File: src/rtl/cpu_pkg.sv
// Shared definitions for the CPU core and its program loader.
// Holds the instruction-memory geometry, opcode encodings, the loader
// frame header byte and the loader FSM state type.
package cpu_pkg;

  localparam int unsigned CMD_SIZE      = 19;
  localparam int unsigned CMD_MEM_SIZE  = 32;
  localparam int unsigned CMD_ADDR_SIZE = $clog2(CMD_MEM_SIZE);

  // 4-bit opcode in cmd[18:15]
  typedef enum logic [3:0] {
    OP_NOP = 4'd0,
    OP_LTM = 4'd1,
    OP_MTR = 4'd2,
    OP_RTM = 4'd3,
    OP_ADD = 4'd4,
    OP_SUB = 4'd5,
    OP_MUL = 4'd6,
    OP_DIV = 4'd7
  } opcode_e;

  localparam logic [7:0] FRAME_HDR = 8'hA5;

  typedef enum logic [3:0] {
    LD_IDLE,
    LD_LEN,
    LD_B0,
    LD_B1,
    LD_B2,
    LD_WRITE,
    LD_CSUM,
    LD_DONE,
    LD_ERR
  } ld_state_e;

endpackage

File: src/rtl/prog_loader.sv
// Byte-stream program loader for the CPU instruction memory.
// Frame: 0xA5, N (1..CMD_MEM_SIZE), N big-endian 3-byte words, XOR checksum
// of the word bytes. Each word is written through a single write port at
// consecutive addresses while the CPU is held in reset.
// Ports:
//   clk, reset      clock, synchronous active-high reset
//   in_data/in_valid/in_ready  byte stream (transfer on valid && ready)
//   wr_en/wr_addr/wr_data      instruction-memory write port
//   cpu_hold        OR'd into CPU reset while loading or after an error
//   done, error     result of the last frame (levels)
//   word_count      words written in the current/last frame
module prog_loader #(
  parameter int unsigned CMD_SIZE      = cpu_pkg::CMD_SIZE,
  parameter int unsigned CMD_MEM_SIZE  = cpu_pkg::CMD_MEM_SIZE,
  parameter int unsigned CMD_ADDR_SIZE = $clog2(CMD_MEM_SIZE)
) (
  input  logic                     clk,
  input  logic                     reset,
  input  logic [7:0]               in_data,
  input  logic                     in_valid,
  output logic                     in_ready,
  output logic                     wr_en,
  output logic [CMD_ADDR_SIZE-1:0] wr_addr,
  output logic [CMD_SIZE-1:0]      wr_data,
  output logic                     cpu_hold,
  output logic                     done,
  output logic                     error,
  output logic [CMD_ADDR_SIZE:0]   word_count
);
  import cpu_pkg::*;

  // Bits of byte0 that carry word data; the rest must be zero.
  localparam int unsigned B0_BITS = CMD_SIZE - 16;
  localparam logic [7:0] MAX_LEN = 8'(CMD_MEM_SIZE);
  localparam logic [CMD_ADDR_SIZE-1:0] LAST_ADDR = CMD_ADDR_SIZE'(CMD_MEM_SIZE - 1);

  ld_state_e                state_q, state_d;
  logic [CMD_ADDR_SIZE:0]   len_q, len_d;
  logic [CMD_SIZE-1:0]      data_q, data_d;
  logic [7:0]               csum_q, csum_d;
  logic [CMD_ADDR_SIZE-1:0] addr_q, addr_d;
  logic [CMD_ADDR_SIZE:0]   wc_q, wc_d;
  logic                     done_q, done_d;
  logic                     error_q, error_d;
  logic                     hold_q, hold_d;
  logic                     accept;

  assign in_ready   = !reset && (state_q != LD_WRITE);
  assign accept     = in_valid && in_ready;
  assign wr_en      = (state_q == LD_WRITE);
  assign wr_addr    = addr_q;
  assign wr_data    = data_q;
  assign cpu_hold   = hold_q;
  assign done       = done_q;
  assign error      = error_q;
  assign word_count = wc_q;

  always_comb begin
    state_d = state_q;
    len_d   = len_q;
    data_d  = data_q;
    csum_d  = csum_q;
    addr_d  = addr_q;
    wc_d    = wc_q;
    done_d  = done_q;
    error_d = error_q;
    hold_d  = hold_q;
    case (state_q)
      // IDLE, DONE and ERR all hunt for a header and discard anything else.
      LD_IDLE, LD_DONE, LD_ERR: begin
        if (accept && in_data == FRAME_HDR) begin
          state_d = LD_LEN;
          hold_d  = 1'b1;
          done_d  = 1'b0;
          error_d = 1'b0;
          wc_d    = '0;
          addr_d  = '0;
          csum_d  = '0;
        end
      end
      LD_LEN: begin
        if (accept) begin
          if (in_data == 8'd0 || in_data > MAX_LEN) begin
            state_d = LD_ERR;
            error_d = 1'b1;
          end else begin
            len_d   = in_data[CMD_ADDR_SIZE:0];
            state_d = LD_B0;
          end
        end
      end
      LD_B0: begin
        if (accept) begin
          if (in_data[7:B0_BITS] != '0) begin
            state_d = LD_ERR;
            error_d = 1'b1;
          end else begin
            data_d[CMD_SIZE-1:16] = in_data[B0_BITS-1:0];
            csum_d  = csum_q ^ in_data;
            state_d = LD_B1;
          end
        end
      end
      LD_B1: begin
        if (accept) begin
          data_d[15:8] = in_data;
          csum_d  = csum_q ^ in_data;
          state_d = LD_B2;
        end
      end
      LD_B2: begin
        if (accept) begin
          data_d[7:0] = in_data;
          csum_d  = csum_q ^ in_data;
          state_d = LD_WRITE;
        end
      end
      LD_WRITE: begin
        wc_d = wc_q + (CMD_ADDR_SIZE+1)'(1);
        // Hold at the top address rather than wrapping after a full-memory frame.
        if (addr_q != LAST_ADDR) addr_d = addr_q + CMD_ADDR_SIZE'(1);
        state_d = (wc_d == len_q) ? LD_CSUM : LD_B0;
      end
      LD_CSUM: begin
        if (accept) begin
          if (in_data == csum_q) begin
            state_d = LD_DONE;
            done_d  = 1'b1;
            hold_d  = 1'b0;
          end else begin
            state_d = LD_ERR;
            error_d = 1'b1;
          end
        end
      end
      default: state_d = LD_IDLE;
    endcase
  end

  always_ff @(posedge clk) begin
    if (reset) begin
      state_q <= LD_IDLE;
      len_q   <= '0;
      data_q  <= '0;
      csum_q  <= '0;
      addr_q  <= '0;
      wc_q    <= '0;
      done_q  <= 1'b0;
      error_q <= 1'b0;
      hold_q  <= 1'b0;
    end else begin
      state_q <= state_d;
      len_q   <= len_d;
      data_q  <= data_d;
      csum_q  <= csum_d;
      addr_q  <= addr_d;
      wc_q    <= wc_d;
      done_q  <= done_d;
      error_q <= error_d;
      hold_q  <= hold_d;
    end
  end

endmodule

File: config.mk
export PLATFORM = sky130hd
export DESIGN_NAME = prog_loader
export DESIGN_NICKNAME = d
export VERILOG_FILES = /design/src/rtl/cpu_pkg.sv /design/src/rtl/prog_loader.sv
export SDC_FILE = /design/constraint.sdc
export NUM_CORES = 1
export LEC_CHECK = 0
export ABC_AREA = 1
export CORE_UTILIZATION = 50
export CTS_CLUSTER_DIAMETER = 50
export DETAILED_ROUTE_END_ITERATION = 6
export MAX_ROUTING_LAYER = met4
export PLACE_DENSITY = 0.75
export REMOVE_ABC_BUFFERS = 1
export SYNTH_ARGS = -nofsm -noshare
export SYNTH_HDL_FRONTEND = slang
export SYNTH_SLANG_ARGS = --single-unit
File: constraint.sdc
create_clock -name clk -period 3.1 [get_ports clk]
set_input_delay 0.93 -clock clk [delete_from_list [all_inputs] [get_ports clk]]
set_output_delay 0.93 -clock clk [all_outputs]
set_load 0.05 [all_outputs]
==> results.md, run 1 <==
* Met3 Usage GRT at 4.664%
* PwrDens at approximately 540 mW/mm^2
* CTS root buf: clkbuf_8
* Hold_buf cts at 0
* Initial antenna violation count at 0
* Synth Cell Area at 0.002552 sq mm
* Routed Antenna Nets at 0
* Initial core utilization at 52.99%
* Internal Pwr Total at 1069 uW
* I/O Pins at 46
* Synth top area share at 40.00%
* Core area at 0.004817 sq mm
* Setup Skew at 5.320 ps
* CTS tree: done
* Register share of total power at 44.4%
* Startpoint Class: register
* Seq cells post-synth at 51
* Outcome: finished, final reports clean
* EDFF count, synth at 0
* Final Critical Period at 2977 ps
* Synth area leader: dfxtp_1
* Hold_ws at 453.1 ps
* Final setup violation count at 0
* CP max stage cell: clkdlybuf4s50_1
* Clock slew at reported path FFs at ~80 ps
* Post-CTS Setup Bufs at 0
* YS warnings at 0
* Post-Route WL at 6052 um
* Die area at 0.005395 sq mm
* Cell variety after synth at 28
* Max_cap viols at 0
* Placed cell count at 488
* Fin. max-slew vios at 0
* Die Span Y at approximately 73 um
* Grt ovf at 0
* Pre-Repair DR Iteration Count at 4
* Share of layout cells above drive strength 1 at 5.386%
* Seq/Total Area, Yosys at approximately two fifths
* Switching Fraction at 37.76%
* Worst-Skew Late Latency at 290 ps
* Top_reg_cell synth: dfxtp_1
* RSZ-0062 raised after global routing: false
* Crit-path most repeated cell: inv_1
* Post-DP Area at 0.003079 sq mm
* Slew of the pin with the lowest slew margin at 511.4 ps
* First-pass GRT wire length at 9936 um
* Residual DRC at 0
* Maximum VDD drop at approximately 0.27 mV
* CP Capture Type: output port
* P&R area growth vs syn at 23.48%
* Final design area excluding fillers at 0.003152 sq mm
* Avg Inst Size Synth at 6.699 sq um
* Via density at approximately 5.1
* Final setup TNS at 0 ps
* GR Util met1 at 29.80%
* Sequence of cells on the critical path: inv_1, nor2_2, nand2_4, inv_1, clkdlybuf4s50_1
* Asr flop ratio synth at 0%
* H-tree depth at 2
* NumNets Final at 442
* Crit-path max FO at 6
* Most crowded layer after global routing: met2
* Largest net degree at the start of global routing at 37
* CTS Buf Count at 5
* WS Path Type: register to output port
* Switching power at 648.4 uW
* Post-DP HPWL at approximately 4500 um
* CP required at around 2200 ps
* Mapped Cells at 381
* Vias in the first global route at 2,189
* Combinational power share at 35.2%
* Layout Cells excl Fill at between 400 and 500
* Slew HR at between 60% and 70%
* Hold Vio Cnt, Final at 0
* IO buf count at 45
* Static Leak at 0.001340 uW
* RePlAce Congestion at 0.8998
* Wire per inst at 12.25 um
* Critical Path AT at 2050 ps
* Met2 Use GR at 41.18%
* Post-cts resize count at 0
* Leading post-synthesis cells by cell area: dfxtp_1 (40%), nand2_1 (16%), a21oi_1 (8.2%)
* Worst hold path type: register to register
* Sink Count at 51
* Fin crit share at between 90% and 100%
* Antenna diodes at 0
* CTS Buffer Depth at 2
* Fmax achieved at 335.9 MHz
* Crit path largest cell delay at ~850 ps
* Via count at between 2k and 2.5k
* Cell row count at 25
* Die X at around 73 um
* Final Power at 1717 uW
* Total GRT Usage at 24.48%
* Drt initial violations at 120
* Part of the power in the clock network at 20.4%
==> layout make-up <==
type / instances / area (sq um)
Clock buffer: 6 / 72.57
Fill cell: 453 / 1665
Inverter: 42 / 157.7
Multi-Input combinational cell: 280 / 1334
Sequential cell: 51 / 1021
Tap cell: 67 / 83.83
Timing Repair Buffer: 48 / 483.0
==> cell usage after synthesis, types with 2 or more instances <==
cell      instances
nor3_1            2
xnor2_1           3
nand4_1           3
xor2_1            6
clkbuf_1          5
or2_2             3
nand2_2           2
nor2_4            2
nor2_2            3
buf_2             2
inv_1            40
nand2_1         106
dfxtp_1          51
o21ai_0          25
nor2_1           38
a21oi_1          42
ha_1              3
nand3_1          35
==> through the flow <==
stage                     utilization [%]  setup slack, ps
after floorplan                         -            540.3
after global placement              63.92            270.9
after detailed placement            63.92            218.0
after CTS                           65.43            116.8
after global routing                65.43            12.47
final                               65.43            123.0
==> state kept, by name, summed over array words and instances, names as in the netlist <==
register and flops:
cpu_hold 1, csum_q 8, done 1, error 1, len_q 6, state_q 4
word_count 6, wr_addr 5, wr_data 19
==> power by group through the flow <==
| stage | sequential (uW) | combinational, uW | clock, uW |
|---|---|---|---|
| final | 763 | 604 | 350 |
| after global routing | 771 | 677 | 387 |
| after CTS | 762 | 603 | 360 |
| after detailed placement | 777 | 601 | 0 |
| after global placement | 775 | 588 | 0 |
| after floorplan | 830 | 392 | 0 |
==> routing by layer <==
layer	vias to the layer above	wire (um)	part of all wire [%]
met1	1138	2842	47
li1	1309	-	-
met5	-	0	0
met2	43	2895	48
met4	0	71	1.2
met3	7	243	4.0
==> layout by cell type, fill, tap and decap left out, drive strengths merged <==
master	netlist	layout
xnor2	3	3
o21ai	27	27
inv	41	41
a21oi	42	42
or2	3	3
nand3b	1	1
nand4	3	3
nor3	2	2
dfxtp	51	51
clkbuf	5	6
nor3b	1	1
clkinv	1	1
nor2	43	43
nand2	109	109
ha	3	3
clkdlybuf4s50	0	44
nand3	36	36
buf	3	4
o211ai	1	1
xor2	6	6
==> kinds of logic (layout without fill, tap and decap cells) <==
family | Yosys count | in the layout | share of synthesized area, %
XOR/XNOR | 9 | 9 | 3.088
adder cells (fa/ha/maj) | 3 | 3 | 1.471
buffers and inverters | 50 | 96 | 7.745
AO/OA/AOI/OAI | 70 | 70 | 13.97
AND/OR/NAND/NOR | 198 | 198 | 33.73
flip-flops | 51 | 51 | 40.00
==> critical path: cells and delay by family (launching register included) <==
family                 cells  cell delay (ps)
AND/OR/NAND/NOR            2              220
buffers and inverters      3             1130
flip-flops                 1              400
==> final timing paths <==
path,from,slack (ps),endpoint,cells past startpoint
setup / recovery,state_q[0]$_SDFFE_PP0P_,120,wr_en,5
hold / removal,done$_SDFFE_PP0P_,450,done$_SDFFE_PP0P_,2
setup reg to reg,state_q[1]$_SDFFE_PP0P_,1160,len_q[0]$_SDFFE_PP0P_,9
hold reg to reg,done$_SDFFE_PP0P_,450,done$_SDFFE_PP0P_,2
Power figures use the tool's default switching activity.
==> inputs of run 2 (changes only) <==
==> constraint.sdc (replaced) <==
create_clock -name clk -period 3.4 [get_ports clk]
set_input_delay 1.02 -clock clk [delete_from_list [all_inputs] [get_ports clk]]
set_output_delay 1.02 -clock clk [all_outputs]
set_load 0.05 [all_outputs]
==> run 2 against run 1 <==
  * Critical path depth unchanged
  * Combinational power is 8.1% lower
  * Sequential power shrank 8.9%
  * Routed wire length grew 0.73%
  * Global-route usage grew 0.48 points
  * Hold slack better by 0.76 ps
  * Setup slack improved by 68 ps
  * Clock-buffer cell count unchanged
  * Final cell count grew 0.20%
  * Clock skew up 3.3 ps
  * Critical path type unchanged
  * Largest power group unchanged
==> results.md, run 2 (synthesis results as in run 1) <==
* Outcome: finished, final reports clean
* Total GRT Usage at approximately 25%
* Static Leak at between 0.001 and 0.0015 uW
* Initial antenna violation count at 0
* Grt ovf at 0
* Maximum VDD drop at 0.2756 mV
* Via density at ~5.1
* Share of layout cells above drive strength 1 at 5.841%
* Die Span Y at 73.45 um
* Switching Fraction at between 30% and 40%
* PwrDens at 530.2 mW/mm^2
* Slew of the pin with the lowest slew margin at around 530 ps
* Post-DP HPWL at 4384 um
* Combinational power share at 32.8%
* Wire per inst at 12.32 um
* Commonest cells after routing, fill and taps aside: nand2_1 (106), dfxtp_1 (51), clkdlybuf4s50_1 (44)
* Commonest non-fill, non-tap cell in the layout: nand2_1
* Util after Layout at 66.21%
* Max_cap viols at 0
* Switching power at between 600 and 700 uW
* Die X at 73.45 um
* Final setup violation count at 0
* WS Path Type: register to output port
* Slew HR at 64.59%
* Fin. max-slew vios at 0
* Fin crit share at 94.38%
* Vias in the first global route at between 2k and 2.5k
* Initial core utilization at 52.99%
* Core area at 0.004817 sq mm
* Worst hold path type: register to register
* Startpoint Class: register
* Final setup TNS at 0 ps
* Worst-Skew Late Latency at 310 ps
* RSZ-0062 raised after global routing: false
* First-pass GRT wire length at 10,100 um
* Via count at 2,504
* Largest register FFs at 19
* Routed Antenna Nets at 0
* Post-cts resize count at 0
* NumNets Final at about 440
* P&R area growth vs syn at 24.95%
* RePlAce Congestion at 0.8978
* Cell row count at 25
* Residual DRC at 0
* CTS Buffer Depth at 2
* Hold_buf cts at 0
* Internal Pwr Total at between 1000 and 1500 uW
* Largest net degree at the start of global routing at 37
* Fmax achieved at 311.6 MHz
* Register share of total power at 41.1%
* Final Critical Period at 3209 ps
* Post-CTS Setup Bufs at 0
* CTS tree: done
* Hold Vio Cnt, Final at 0
* CP Capture Type: output port
* Setup Skew at 8.605 ps
* CTS root buf: clkbuf_8
* H-tree depth at 2
* Hold_ws at 453.8 ps
* Die area at 0.005395 sq mm
* Drt initial violations at 126
* Crit-path max FO at 15
* Clock slew at reported path FFs at ~90 ps
* Part of the power in the clock network at 26.1%
* I/O Pins at between 40 and 50
* Antenna diodes at 0
* IO buf count at 45
* Post-Route WL at 6096 um
* CP required at 2380 ps
* Critical Path AT at 2190 ps
* Pre-Repair DR Iteration Count at 4
* Sink Count at 51
* CTS Buf Count at 5
run 2: cell types whose count changed in the layout (fill, tap and decap cells not counted), sizes merged:
cell | previous run | this run
clkinv | 1 | 2
bufinv | 0 | 1
buf | 4 | 3
run 2: cell type report:
cell class | instances | area (sq um)
timing repair buffer | 47 | 475.5
multi-input combinational | 280 | 1334
clock buffer | 6 | 82.58
tap | 67 | 83.83
sequential | 51 | 1021
clock inverter | 2 | 35.03
fill | 475 | 1628
inverter | 42 | 157.7
run 2: critical path, cell delays in order (launching register included):
cell and delay [ps]:
dfxtp_1 410, inv_1 100, nor2_2 170, nand2_4 160, inv_1 200, clkdlybuf4s50_1 830
run 2: worst paths after layout:
check	start	to	slack, ps	cells past startpoint
worst max-delay path	state_q[0]$_SDFFE_PP0P_	wr_en	190	5
worst min-delay path	error$_SDFFE_PP0P_	error$_SDFFE_PP0P_	450	2
worst max register to register	state_q[1]$_SDFFE_PP0P_	len_q[2]$_SDFFE_PP0P_	1570	8
worst min register to register	error$_SDFFE_PP0P_	error$_SDFFE_PP0P_	450	2
run 2: through the flow:
| step | instance area [sq um] | std cells | setup WS, ps | power [uW] |
|---|---|---|---|---|
| after floorplan | 2512 | 373 | 706.5 | 1115 |
| after global placement | 3072 | 487 | 471.4 | 1242 |
| after detailed placement | 3072 | 487 | 472.1 | 1257 |
| after CTS | 3189 | 495 | 183.9 | 1699 |
| after global routing | 3189 | 495 | 58.87 | 1800 |
| final | 3189 | 495 | 191.1 | 1691 |
run 2: power by group through the flow:
stage | combinational [uW] | sequential [uW] | clock, uW
after detailed placement | 549 | 708 | 0
after global routing | 624 | 703 | 473
final | 555 | 695 | 441
after CTS | 554 | 695 | 450
after floorplan | 358 | 757 | 0
after global placement | 535 | 707 | 0
run 2: per-layer routing:
metal / track usage, % / wire, um / vias to the layer above
met2: 42.51 / 2979 / 53
met3: 4.801 / 281 / 7
met5: - / 0 / -
li1: - / - / 1313
met4: 7.265 / 77 / 0
met1: 29.86 / 2758 / 1131
